==> src/rtl/camera_cfg_sequencer.sv <==
// camera_cfg_sequencer: requests one camera pose per frame, stages it in a shadow bank, commits on new-frame.
module camera_cfg_sequencer #(
  parameter int W = 32,
  parameter int UNIT = 256,
  parameter int FOCAL_SHIFT = 7
) (
  input  logic             clk_in,
  input  logic             rst_n_in,
  input  logic             nf_in,
  input  logic             pose_valid_in,
  output logic             pose_ready_out,
  input  logic [9*W-1:0]   pose_in,
  output logic             pose_req_out,
  output logic [3*W-1:0]   cam_u_out,
  output logic [3*W-1:0]   cam_v_out,
  output logic [3*W-1:0]   cam_f_out,
  output logic             commit_out,
  output logic [15:0]      stale_cnt_out
);
  typedef enum logic [1:0] {S_REQ, S_WAIT, S_PEND} state_t;
  localparam int SW = W + 1 + FOCAL_SHIFT;
  localparam logic signed [SW-1:0] SMAX = $signed({{(FOCAL_SHIFT + 2){1'b0}}, {(W - 1){1'b1}}});
  localparam logic signed [SW-1:0] SMIN = $signed({{(FOCAL_SHIFT + 2){1'b1}}, {(W - 1){1'b0}}});
  localparam logic [3*W-1:0] ID_U = {W'(UNIT), W'(0), W'(0)};
  localparam logic [3*W-1:0] ID_V = {W'(0), W'(UNIT), W'(0)};
  // Negate at W+1 bits so -(-2^(W-1)) is representable before the clamp.
  function automatic logic [W-1:0] neg_scale(input logic [W-1:0] f);
    logic signed [W:0] n;
    logic signed [SW-1:0] s;
    n = -$signed({f[W-1], f});
    s = $signed({{FOCAL_SHIFT{n[W]}}, n}) <<< FOCAL_SHIFT;
    return (s > SMAX) ? {1'b0, {(W - 1){1'b1}}} : (s < SMIN) ? {1'b1, {(W - 1){1'b0}}} : s[W-1:0];
  endfunction
  state_t state;
  logic [3*W-1:0] sh_u, sh_v, sh_f;
  logic [3*W-1:0] id_f;
  assign id_f = {W'(0), W'(0), neg_scale(W'(UNIT))};
  assign pose_ready_out = state == S_WAIT;
  always_ff @(posedge clk_in) begin
    if (!rst_n_in) begin
      state <= S_REQ;
      pose_req_out <= 1'b0;
      commit_out <= 1'b0;
      stale_cnt_out <= 16'd0;
      sh_u <= ID_U;
      sh_v <= ID_V;
      sh_f <= id_f;
      cam_u_out <= ID_U;
      cam_v_out <= ID_V;
      cam_f_out <= id_f;
    end else begin
      pose_req_out <= state == S_REQ;
      commit_out <= 1'b0;
      if (nf_in && state != S_PEND)
        stale_cnt_out <= (stale_cnt_out == 16'hFFFF) ? stale_cnt_out : stale_cnt_out + 16'd1;
      case (state)
        S_REQ: state <= S_WAIT;
        S_WAIT: if (pose_valid_in) begin
          sh_u <= pose_in[9*W-1 -: 3*W];
          sh_v <= pose_in[6*W-1 -: 3*W];
          sh_f <= {neg_scale(pose_in[3*W-1 -: W]), neg_scale(pose_in[2*W-1 -: W]), neg_scale(pose_in[W-1:0])};
          state <= S_PEND;
        end
        S_PEND: if (nf_in) begin
          cam_u_out <= sh_u;
          cam_v_out <= sh_v;
          cam_f_out <= sh_f;
          commit_out <= 1'b1;
          stale_cnt_out <= 16'd0;
          state <= S_REQ;
        end
        default: state <= S_REQ;
      endcase
    end
  end
endmodule

==> config.mk <==
export PLATFORM = sky130hd
export DESIGN_NAME = camera_cfg_sequencer
export DESIGN_NICKNAME = d
export VERILOG_FILES = /design/src/rtl/camera_cfg_sequencer.sv
export SDC_FILE = /design/constraint.sdc
export NUM_CORES = 1
export LEC_CHECK = 0
export ABC_CLOCK_PERIOD_IN_PS = 5000
export CORE_AREA = 2 2 234 236
export DETAILED_ROUTE_END_ITERATION = 10
export DIE_AREA = 0 0 236 238
export GPL_TIMING_DRIVEN = 0
export PLACE_DENSITY = 0.78
export SLEW_MARGIN = 40
export SYNTH_ARGS = -nofsm -noshare
export SYNTH_HDL_FRONTEND = slang
export SYNTH_SLANG_ARGS = --single-unit
==> constraint.sdc <==
create_clock -name clk_in -period 5 [get_ports clk_in]
set_input_delay 0.5 -clock clk_in [delete_from_list [all_inputs] [get_ports clk_in]]
set_output_delay 0.5 -clock clk_in [all_outputs]
set_load 0.05 [all_outputs]
==> Word level (Yosys, flattened, before mapping) <==
Index checks and enable logic that the tools add are counted.
{ "word_totals": {"ff_bits": 596, "out_inout_bits": 307, "elab_cells": 46} }
{ "classes": {"n_addsub": 4, "n_lt_le_gt_ge": 6, "n_eq_ne": 6, "n_mux": 14, "reduce_logical": 6} }
{ "op_table": {"columns": ["cell", "count"], "rows": [
  ["two-way mux 32 bit", 6],
  ["greater-than comparator 40 x 32 -> 1 bit (second input constant)", 3],
  ["less-than comparator 40 x 32 -> 1 bit (second input constant)", 3],
  ["negation 32 -> 33 bit", 3],
  ["two-way mux 16 bit", 4],
  ["adder 16 x 1 -> 16 bit (second input constant)", 1],
  ["equality test 16 bit (second input constant)", 1],
  ["AND reduction 2 bit", 4],
  ["!= test 2 bit (second input constant)", 3],
  ["one-hot mux 2 bit (3 select lines)", 1],
  ["two-way mux 2 bit", 2],
  ["equality test 2 x 1 -> 1 bit (second input constant)", 1],
  ["equality test 2 bit (second input constant)", 1],
  ["zero test 2 bit", 1],
  ["logical AND 1 bit", 1],
  ["two-way mux 1 bit", 1]
]} }

==> Longest topological paths before layout <==
Gate-level depths: netlist of run 1.
{ "depth": {"ltp_word": 5, "ltp_mapped": 12, "ltp_nobuf": 10} }

==> Worst setup path before layout of run 1 <==
Ideal clock, no wire load.
{ "synth_path": {"path_type": "input -> register", "startpoint": "in pose_in[80]", "endpoint": "reg sh_f[81]", "setup_ns": 0.132, "arrival_ns": 3.258, "t_required_ns": 4.868, "setup_slack_ns": 1.610, "path_stages": 11, "cell_sequence": "or4_4 -> buf_6 -> or4_1 -> buf_2 -> nor4_1 -> mux2_2 -> a221oi_4 -> nor2_4 -> buf_6 -> nor3_2 -> nor3_1"} }
{ "synth_between": {"elab_chain_cells": 4, "elab_cells_between_ends": 5, "cone_classes": "add/sub: 1; order compare: 2; mux: 2"} }
{ "synth_lines": {"columns": ["element", "line", "rtl"], "rows": [
  ["from (decl)", "12", "input logic [9*W-1:0] pose_in,"],
  ["negation 32 -> 33 bit (*)", "30", "n = -$signed({f[W-1], f});"],
  ["less-than comparator 40 x 32 -> 1 bit", "32", "return (s > SMAX) ? {1'b0, {(W - 1){1'b1}}} : (s < SMIN) ? {1'b1, {(W - 1){1'b0}}} : s[W-1:0];"],
  ["two-way mux 32 bit", "32", null],
  ["two-way mux 32 bit (*)", "32", null],
  ["to (signal assigned)", "47", "sh_f <= id_f;"],
  ["to (signal assigned)", "61", "sh_f <= {neg_scale(pose_in[3*W-1 -: W]), neg_scale(pose_in[2*W-1 -: W]), neg_scale(pose_in[W-1:0])};"],
  ["to (decl)", "35", "logic [3*W-1:0] sh_u, sh_v, sh_f;"]
]} }
Mark *: on every way between the ends. The rest lies on a longest branch, timed or not.
A chain may end at the register's enable or synchronous reset.

==> Final worst setup path of run 1 <==
{ "layout_path": {"startpoint": "in pose_in[6]", "endpoint": "reg sh_f[20]"} }
Same word-level chain as after synthesis.

==> flow_metrics.py, run 1 <==
metrics = {
    "status": {
        "run_status": "completed",
    },
    "routing": {
        "wl_mm": 74.10,
        "vias_per_cell": 5.338,
        "route.vias.total": 19354,
        "drc": 0,
        "drt-pass1-iter-count": 7,
        "final_antenna_net_count": 0,
        "wl_per_cell_um": 20.43,
        "drtIter0Drc": 1067,
    },
    "power_and_ir_drop": {
        "powerDensity_mw_per_mm2": 337.5,
        "p_leak_nw": 10.68,
        "total_power_mw": 10.10,
        "peakVddDrop_mv": 0.2711,
    },
    "finish": {
        "area_growth_pct": 42.38,
        "fillers": 4662,
        "final_layout_size_suffix_gt1_share_pct": 5.679,
        "final_nets": 3174,
        "final_util_pct": 55.92,
    },
    "yosys": {
        "synth_edf_count": 0,
        "syn_area_mm2": 0.02101,
        "synth.avg_cell_area_um2": 9.456,
        "yosysSeqAreaShare_pct": 53.36,
        "ys_types": 66,
        "synth_top_area_cell": "dfxtp_1",
        "synthTopCellsByCount": "560 x dfxtp_1, 472 x nand2_1, 251 x a22o_1",
        "synthMostInstantiatedCell": "dfxtp_1",
        "synth_ff_type": "dfxtp_1",
        "yosysWarnings": 0,
        "synth_top_area_share_pct": 53.36,
        "yosys-top-cells-area": "dfxtp_1 53%, a22o_1 10%, nand2_1 8.4%",
        "async_flop_share_pct": 0,
        "syn_inst": 2222,
        "synth_nets": 2518,
        "yosys_register_bits": 560,
    },
    "clock_network": {
        "cts_sinks": 560,
        "ctsHoldBuffers": 0,
        "clk_path_buf_depth": 3,
        "cts.clk_slew.worst_paths_ns": 0.06,
        "cts_root_buf": "clkbuf_16",
        "cts_inserted_buffers": 57,
        "cts_tree": "yes",
        "postCtsSetupBuffers": 0,
        "cts_max_level": 2,
        "clk_latency_ns": 0.61,
        "cts_resized": 0,
    },
    "worst_setup_path": {
        "cp_slowest_cell": "nor4_1",
        "startpoint_type": "primary input",
        "crit_type": "in -> reg",
        "worstReg2RegStart": "state[1]",
        "critPathCaptureType": "register",
        "crit_buf_inv": 2,
        "path_depth": 10,
        "crit_path_cell_trace": "clkdlybuf4s50_1, nor4_1, nand3_1, or3_1, a2111oi_0, nand4_1, o21ai_1, clkbuf_1, o2111ai_1, nand3_1",
        "cpPeakStageDelay_ns": 0.58,
        "rrSetupSlack_ns": 2.11,
        "r2r_end": "cam_f_out[70]",
        "worst_ep_required_time_ns": 5.54,
        "crit_path_max_fanout": 10,
        "crit_path_frequent_cell": "nand3_1",
        "cp_data_arrival_time_ns": 4.38,
        "reg2reg_depth": 7,
        "crit_family": "simple AND/OR/NAND/NOR gates",
    },
    "floorplan": {
        "start_util_pct": 39.27,
        "dieArea_mm2": 0.05617,
        "row_count": 85,
        "die_y_um": 238,
        "core-area_mm2": 0.05350,
        "ios": 599,
        "die_x_um": 236,
    },
    "grt": {
        "grt-busiest-layer": "met2",
        "overflow": 0,
        "antenna_found_initial": 18,
        "grt_pass1_wl_mm": 112.2,
        "met3_usage_pct": 7.739,
        "grt_use_met2_pct": 44.29,
        "grt_start_max_net_pins": 16,
        "grtUsageMet1_pct": 29.01,
        "groute.usage.overall_pct": 25.36,
        "grt_pass1_vias": 19279,
    },
    "timing": {
        "holdWs_ns": 0.2856,
        "hold_viol_final": 0,
        "setup_tns_ns": 0,
        "rsz0062_at_grt": "false",
        "skew_ns": 0.02266,
        "worstMarginPinSlew_ns": 0.8639,
        "fmaxAchievable_mhz": 260.4,
        "setup_ws_ns": 1.159,
        "setup_viol": 0,
        "slew_viol_final": 0,
        "max_slew_margin_pct": 42.40,
        "min_period_ns": 3.841,
        "fin_crit_sh_pct": 76.82,
    },
    "hold_path": {
        "holdCritStartpoint": "nf_in",
        "hold_depth": 2,
        "hp-class": "in -> reg",
    },
    "run": {
        "drv_cap": 0,
    },
    "place": {
        "dp_hpwl_mm": 56.61,
        "port_buffers": 597,
        "routabilityCongestion": 0.9671,
        "pre_cts_ws_ns": 0.5424,
    },
}
==> cells in the final DEF (no fill, tap or decap), types with 41 or more instances in the layout <==
cell type        instances
a21boi_0               192
a21oi_1                 44
a22o_1                 251
clkbuf_1               163
clkbuf_16               58
clkdlybuf4s50_1        597
dfxtp_1                560
nand2_1                472
nand3_1                 51
nor2_1                  46
nor3_1                  55
o21ai_0                 76
xnor2_1                 41
==> metal layers <==
layer / up-vias / routed length (um)
li1: 9187 / -
met1: 9254 / 29330
met2: 721 / 35970
met3: 174 / 5954
met4: 18 / 2719
met5: - / 120
==> how the worst max path moves through the flow <==
| stage | from | endpoint | slack [ns] |
|---|---|---|---|
| 6_report | pose_in[6] | sh_f[20] | 1.16 |
| 5_1_grt | pose_in[6] | sh_f[20] | 0.71 |
| 4_1_cts | pose_in[8] | sh_f[20] | 1.17 |
| 3_5_place_dp | pose_in[8] | sh_f[20] | 0.54 |
| 3_3_place_gp | pose_in[8] | sh_f[20] | 0.52 |
| 2_1_floorplan | pose_in[80] | sh_f[81] | 1.61 |
==> flip-flops by register name (all words and copies together), names as in the netlist, named ones only <==
signal        count
cam_v_out        96
commit_out        1
cam_u_out        96
cam_f_out        78
sh_f             78
sh_u             96
pose_req_out      1
sh_v             96
state             2
==> logic make-up (layout without fill, tap and decap cells) <==
| kind of cell | count (synthesis) | in the layout | share of synthesized area, % |
|---|---|---|---|
| xor gates and xnor gates | 62 | 62 | 2.585 |
| DFF | 560 | 560 | 53.36 |
| buffers and inverters | 196 | 897 | 3.954 |
| and+or+nand+nor | 765 | 765 | 16.64 |
| adders and majority gates | 4 | 4 | 0.2382 |
| muxes | 4 | 4 | 0.2084 |
| other | 0 | 7 | 0 |
| AOI/OAI and AO/OA | 631 | 631 | 23.02 |
==> where the power goes <==
group | leakage [nW] | switching, mW | internal (mW)
Combinational | 5.14 | 0.493 | 0.389
Sequential | 4.54 | 0.0774 | 4.60
Clock | 0.995 | 1.81 | 2.73
==> through the flow <==
stage | area, um^2 | std cells
final | 29910 | 3626
after global placement | 27860 | 3515
after floorplan | 21010 | 2222
after CTS | 29890 | 3619
after detailed placement | 27870 | 3515
after global routing | 29910 | 3624
==> final cells by class <==
type / count / area, um^2 / area share, %
Antenna cell: 7 / 17.52 / 0.05856
Clock inverter: 30 / 419.2 / 1.401
Tap cell: 696 / 870.8 / 2.911
Multi-Input combinational cell: 1466 / 8987 / 30.04
Sequential cell: 560 / 11210 / 37.48
Timing Repair Buffer: 597 / 5976 / 19.98
Clock buffer: 74 / 1602 / 5.354
Inverter: 11 / 41.29 / 0.1380
Buffer: 185 / 790.8 / 2.643
(Power assumes the default switching activity.)
==> run 2, diff against run 1 <==
--- a/config.mk
+++ b/config.mk
@@ -5,12 +5,12 @@
 export SDC_FILE = /design/constraint.sdc
 export NUM_CORES = 1
 export LEC_CHECK = 0
-export ABC_CLOCK_PERIOD_IN_PS = 5000
-export CORE_AREA = 2 2 234 236
+export ABC_CLOCK_PERIOD_IN_PS = 3600
+export CORE_AREA = 2 2 232 234
 export DETAILED_ROUTE_END_ITERATION = 10
-export DIE_AREA = 0 0 236 238
+export DIE_AREA = 0 0 234 236
 export GPL_TIMING_DRIVEN = 0
-export PLACE_DENSITY = 0.78
+export PLACE_DENSITY = 0.79
 export SLEW_MARGIN = 40
 export SYNTH_ARGS = -nofsm -noshare
 export SYNTH_HDL_FRONTEND = slang
==> constraint.sdc (replaced) <==
create_clock -name clk_in -period 3.6 [get_ports clk_in]
set_input_delay 0.36 -clock clk_in [delete_from_list [all_inputs] [get_ports clk_in]]
set_output_delay 0.36 -clock clk_in [all_outputs]
set_load 0.05 [all_outputs]
==> flow_metrics.py, run 2 (synthesis results as in run 1) <==
metrics = {
    "status": {
        "run_status": "completed",
    },
    "grt": {
        "met3_usage_pct": 6.987,
        "overflow": 0,
        "grtUsageMet1_pct": 28.93,
        "grt_start_max_net_pins": 16,
        "groute.usage.overall_pct": 25.31,
        "grt_pass1_wl_mm": 109.3,
        "antenna_found_initial": 10,
        "grt_use_met2_pct": 44.60,
        "grt-busiest-layer": "met2",
        "grt_pass1_vias": 19092,
    },
    "floorplan": {
        "ios": 599,
        "start_util_pct": 39.59,
        "dieArea_mm2": 0.05522,
        "row_count": 85,
        "die_y_um": 236,
        "core-area_mm2": 0.05307,
        "die_x_um": 234,
    },
    "clock_network": {
        "cts.clk_slew.worst_paths_ns": 0.06,
        "ctsHoldBuffers": 0,
        "cts_max_level": 2,
        "postCtsSetupBuffers": 0,
        "clk_path_buf_depth": 3,
        "cts_sinks": 560,
        "cts_inserted_buffers": 58,
        "cts_tree": "yes",
        "clk_latency_ns": 0.61,
        "cts_root_buf": "clkbuf_16",
    },
    "worst_setup_path": {
        "crit_buf_inv": 3,
        "cp_data_arrival_time_ns": 3.91,
        "cpPeakStageDelay_ns": 0.57,
        "crit_family": "simple AND/OR/NAND/NOR gates",
        "startpoint_type": "primary input",
        "crit_path_max_fanout": 10,
        "worst_ep_required_time_ns": 4.14,
        "crit_path_cell_trace": "clkdlybuf4s50_1, nor4_1, nand3_1, clkbuf_1, o31a_1, nor4_1, nand4_1, o21ai_1, clkbuf_1, nand3_1, nand3_1",
        "crit_type": "in -> reg",
        "crit_path_frequent_cell": "nand3_1",
        "cp_slowest_cell": "nor4_1",
        "critPathCaptureType": "register",
    },
    "finish": {
        "final_layout_size_suffix_gt1_share_pct": 5.975,
        "layout_common_cells": "597 x clkdlybuf4s50_1, 560 x dfxtp_1, 472 x nand2_1, 251 x a22o_1, 192 x a21boi_0",
        "final_nets": 3175,
        "fillers": 4507,
        "area_growth_pct": 43.27,
        "final_area_mm2": 0.03010,
        "final_common_cell": "clkdlybuf4s50_1",
    },
    "place": {
        "dpl-instance-area_mm2": 0.02787,
        "dp_hpwl_mm": 55.39,
        "port_buffers": 597,
        "routabilityCongestion": 0.9476,
    },
    "routing": {
        "final_antenna_net_count": 0,
        "vias_per_cell": 5.289,
        "drt-pass1-iter-count": 5,
        "route.vias.total": 19216,
        "drtIter0Drc": 1009,
        "wl_mm": 72.81,
        "wl_per_cell_um": 20.04,
        "drc": 0,
    },
    "timing": {
        "worstMarginPinSlew_ns": 0.8454,
        "min_period_ns": 3.369,
        "skew_ns": 0.01366,
        "hold_viol_final": 0,
        "fmaxAchievable_mhz": 296.8,
        "setup_tns_ns": 0,
        "setup_viol": 0,
        "max_slew_margin_pct": 43.64,
        "slew_viol_final": 0,
        "rsz0062_at_grt": "false",
        "fin_crit_sh_pct": 93.58,
    },
    "power_and_ir_drop": {
        "peakVddDrop_mv": 0.3224,
        "p_leak_nw": 10.76,
        "powerDensity_mw_per_mm2": 476.8,
    },
    "run": {
        "drv_cap": 0,
    },
    "hold_path": {
        "hp-class": "in -> reg",
    },
}
-- run 2: cell count changes in the layout (fill, tap and decap cells not counted), sizes merged --
cell    delta
clkbuf    +15
clkinv    -10
diode      +1
inv        +1
-- run 2: cell type report --
type                            instances  area [um^2]  area share, %
Timing Repair Buffer                  597         5976          19.85
Buffer                                185        794.5          2.639
Multi-Input combinational cell       1466         9032          30.01
Inverter                               11        41.29         0.1372
Sequential cell                       560        11210          37.24
Clock inverter                         21        366.6          1.218
Antenna cell                            8        20.02        0.06651
Tap cell                              696        870.8          2.893
Clock buffer                           89         1789          5.944
-- run 2: report_power, final --
part | total, mW | switching, mW | internal (mW)
Clock | 6.64 | 2.56 | 4.08
Combinational | 1.22 | 0.679 | 0.542
Sequential | 6.49 | 0.108 | 6.38
-- run 2: timing repair --
action | in CTS | in global routing
endpoints found under the setup margin | 1 | 58
resized for setup | 1 | 8
gates cloned | 0 | 0
-- run 2: metal layers --
metal,vias to the layer above,wire (um),part of all wire [%]
met5,-,27,0.037
met4,4,2392,3.3
met3,153,6058,8.3
met2,748,35950,49
met1,9136,28390,39
li1,9175,-,-
-- run 2: metrics by stage --
stage          total power [mW]  setup WS (ns)  hold WS [ns]  utilization, %  instances
2_1_floorplan             7.172         0.3495        0.4354               -       2222
3_3_place_gp              7.797        -0.6644        0.4413           52.49       3515
3_5_place_dp              7.832        -0.6494        0.4500           52.52       3515
4_1_cts                   14.43         0.1414        0.1314           56.59       3625
5_1_grt                   14.81       0.002343        0.1743           56.72       3633
6_report                  14.35         0.2312        0.1779           56.72       3633
-- run 2: final timing paths --
kind | from | end | slack (ns) | cells after the start
max | pose_in[10] | sh_f[18] | 0.23 | 11
max reg2reg | state[1] | cam_f_out[11] | 0.77 | 7
min | nf_in | register | 0.18 | 2
min reg2reg | sh_u[29] | cam_u_out[29] | 0.46 | 1
==> run 3, diff against run 2 <==
--- a/config.mk
+++ b/config.mk
@@ -5,12 +5,12 @@
 export SDC_FILE = /design/constraint.sdc
 export NUM_CORES = 1
 export LEC_CHECK = 0
-export ABC_CLOCK_PERIOD_IN_PS = 3600
-export CORE_AREA = 2 2 232 234
+export ABC_CLOCK_PERIOD_IN_PS = 3950
+export CORE_AREA = 2 2 234 236
 export DETAILED_ROUTE_END_ITERATION = 10
-export DIE_AREA = 0 0 234 236
+export DIE_AREA = 0 0 236 238
 export GPL_TIMING_DRIVEN = 0
-export PLACE_DENSITY = 0.79
+export PLACE_DENSITY = 0.78
 export SLEW_MARGIN = 40
 export SYNTH_ARGS = -nofsm -noshare
 export SYNTH_HDL_FRONTEND = slang
==> constraint.sdc (replaced) <==
create_clock -name clk_in -period 3.95 [get_ports clk_in]
set_input_delay 0.395 -clock clk_in [delete_from_list [all_inputs] [get_ports clk_in]]
set_output_delay 0.395 -clock clk_in [all_outputs]
set_load 0.05 [all_outputs]
==> flow_metrics.py, run 3 (synthesis results as in run 1) <==
metrics = {
    "clock_network": {
        "cts_root_buf": "clkbuf_16",
        "cts_inserted_buffers": 57,
        "cts_tree": "yes",
        "cts_sinks": 560,
        "clk_latency_ns": 0.61,
        "cts.clk_slew.worst_paths_ns": 0.06,
        "clk_path_buf_depth": 3,
        "cts_max_level": 2,
    },
    "worst_setup_path": {
        "cpPeakStageDelay_ns": 0.64,
        "rrSetupSlack_ns": 1.06,
        "worst_ep_required_time_ns": 4.49,
        "crit_path_frequent_cell": "nand3_1",
        "reg2reg_depth": 7,
        "startpoint_type": "primary input",
        "crit_family": "simple AND/OR/NAND/NOR gates",
        "crit_path_max_fanout": 10,
        "crit_type": "in -> reg",
        "crit_path_cell_trace": "clkdlybuf4s50_1, nor4_1, nand3_1, or3_1, a2111oi_0, nand4_1, o21ai_1, clkbuf_1, nand3_1, nand3_1",
        "endpoint": "sh_f[30]",
        "path_depth": 10,
        "r2r_end": "cam_f_out[70]",
        "cp_data_arrival_time_ns": 4.34,
        "critPathCaptureType": "register",
        "cp_slowest_cell": "nor4_1",
        "worstReg2RegStart": "state[1]",
        "crit_buf_inv": 2,
        "crit_start": "pose_in[10]",
    },
    "floorplan": {
        "row_count": 85,
        "start_util_pct": 39.27,
        "die_y_um": 238,
        "core-area_mm2": 0.05350,
        "die_x_um": 236,
        "dieArea_mm2": 0.05617,
        "ios": 599,
    },
    "routing": {
        "drtIter0Drc": 1090,
        "wl_mm": 74.08,
        "route.vias.total": 19316,
        "drt-pass1-iter-count": 5,
        "drc": 0,
        "final_antenna_net_count": 0,
        "vias_per_cell": 5.327,
        "wl_per_cell_um": 20.43,
    },
    "finish": {
        "final_common_cell": "clkdlybuf4s50_1",
        "layout_common_cells": "597 x clkdlybuf4s50_1, 560 x dfxtp_1, 472 x nand2_1, 251 x a22o_1, 192 x a21boi_0",
        "instances_no_fill": 3626,
        "final_layout_size_suffix_gt1_share_pct": 5.782,
        "final_nets": 3174,
        "final_area_mm2": 0.02993,
        "area_growth_pct": 42.44,
    },
    "place": {
        "dp.cells": 3515,
        "port_buffers": 597,
        "dpl-instance-area_mm2": 0.02787,
        "dp_hpwl_mm": 56.61,
        "routabilityCongestion": 0.9671,
    },
    "timing": {
        "min_period_ns": 3.795,
        "skew_ns": 0.02315,
        "worstMarginPinSlew_ns": 0.8740,
        "holdWs_ns": 0.1832,
        "hold_viol_final": 0,
        "slew_viol_final": 0,
        "max_slew_margin_pct": 41.73,
        "fin_crit_sh_pct": 96.07,
        "setup_viol": 0,
        "fmaxAchievable_mhz": 263.5,
        "rsz0062_at_grt": "false",
    },
    "grt": {
        "groute.usage.overall_pct": 25.36,
        "overflow": 0,
        "grt_pass1_wl_mm": 112.2,
        "grt_start_max_net_pins": 16,
        "antenna_found_initial": 18,
        "grt_pass1_vias": 19279,
    },
    "power_and_ir_drop": {
        "peakVddDrop_mv": 0.3433,
        "p_leak_nw": 10.69,
        "total_power_mw": 12.78,
        "powerDensity_mw_per_mm2": 427.0,
    },
    "run": {
        "drv_cap": 0,
    },
    "status": {
        "run_status": "completed",
    },
    "hold_path": {
        "hp-class": "in -> reg",
    },
}
run 3: per-layer routing:
metal  track usage (%)  share of wire, %  up-vias
li1                  -                 -     9187
met2             44.29                48      729
met1             29.01                40     9205
met4             9.921               3.7       18
met3             7.739               8.0      177
met5                 0              0.16        -
run 3: what timing repair did:
action                                  in CTS  in global routing
hold buffers                                 0                  0
setup buffers                                0                  0
resized for setup                            0                  4
endpoints found under the setup margin       0                 20
run 3: final cells by class:
| cell class | count | area, um^2 |
|---|---|---|
| diodes | 7 | 17.52 |
| plain buffers | 185 | 792.0 |
| clock buffers | 74 | 1602 |
| clock inverters | 30 | 419.2 |
| fillers | 4663 | 23570 |
| inverters | 11 | 41.29 |
| multi-input cells | 1466 | 8999 |
| flip-flops and latches | 560 | 11210 |
| well taps | 696 | 870.8 |
| repair buffers | 597 | 5976 |
run 3: stage by stage:
step	TNS, ns	worst slack (ns)	util, %
finish	0	0.1552	55.94
global placement	-17.23	-0.4243	52.07
detailed placement	-11.31	-0.4026	52.10
floorplan	0	0.6645	-
global route	0	0.01032	55.94
CTS	0	0.2241	55.87
run 3: worst min-delay path by stage:
| stage | from | to | slack [ns] | cells past startpoint |
|---|---|---|---|---|
| after floorplan | sh_f[22] | sh_f[22] | 0.44 | 2 |
| after global placement | sh_f[47] | cam_f_out[47] | 0.44 | 1 |
| after detailed placement | sh_f[91] | cam_f_out[91] | 0.44 | 1 |
| after CTS | nf_in | register | 0.16 | 2 |
| after global routing | nf_in | register | 0.17 | 2 |
| final | nf_in | register | 0.18 | 2 |
run 3: where the power goes:
group | internal [mW] | total, mW | leakage [nW] | switching (mW)
registers | 5.82 | 5.92 | 4.54 | 0.0979
logic | 0.493 | 1.12 | 5.15 | 0.624
clock network | 3.45 | 5.74 | 0.995 | 2.29
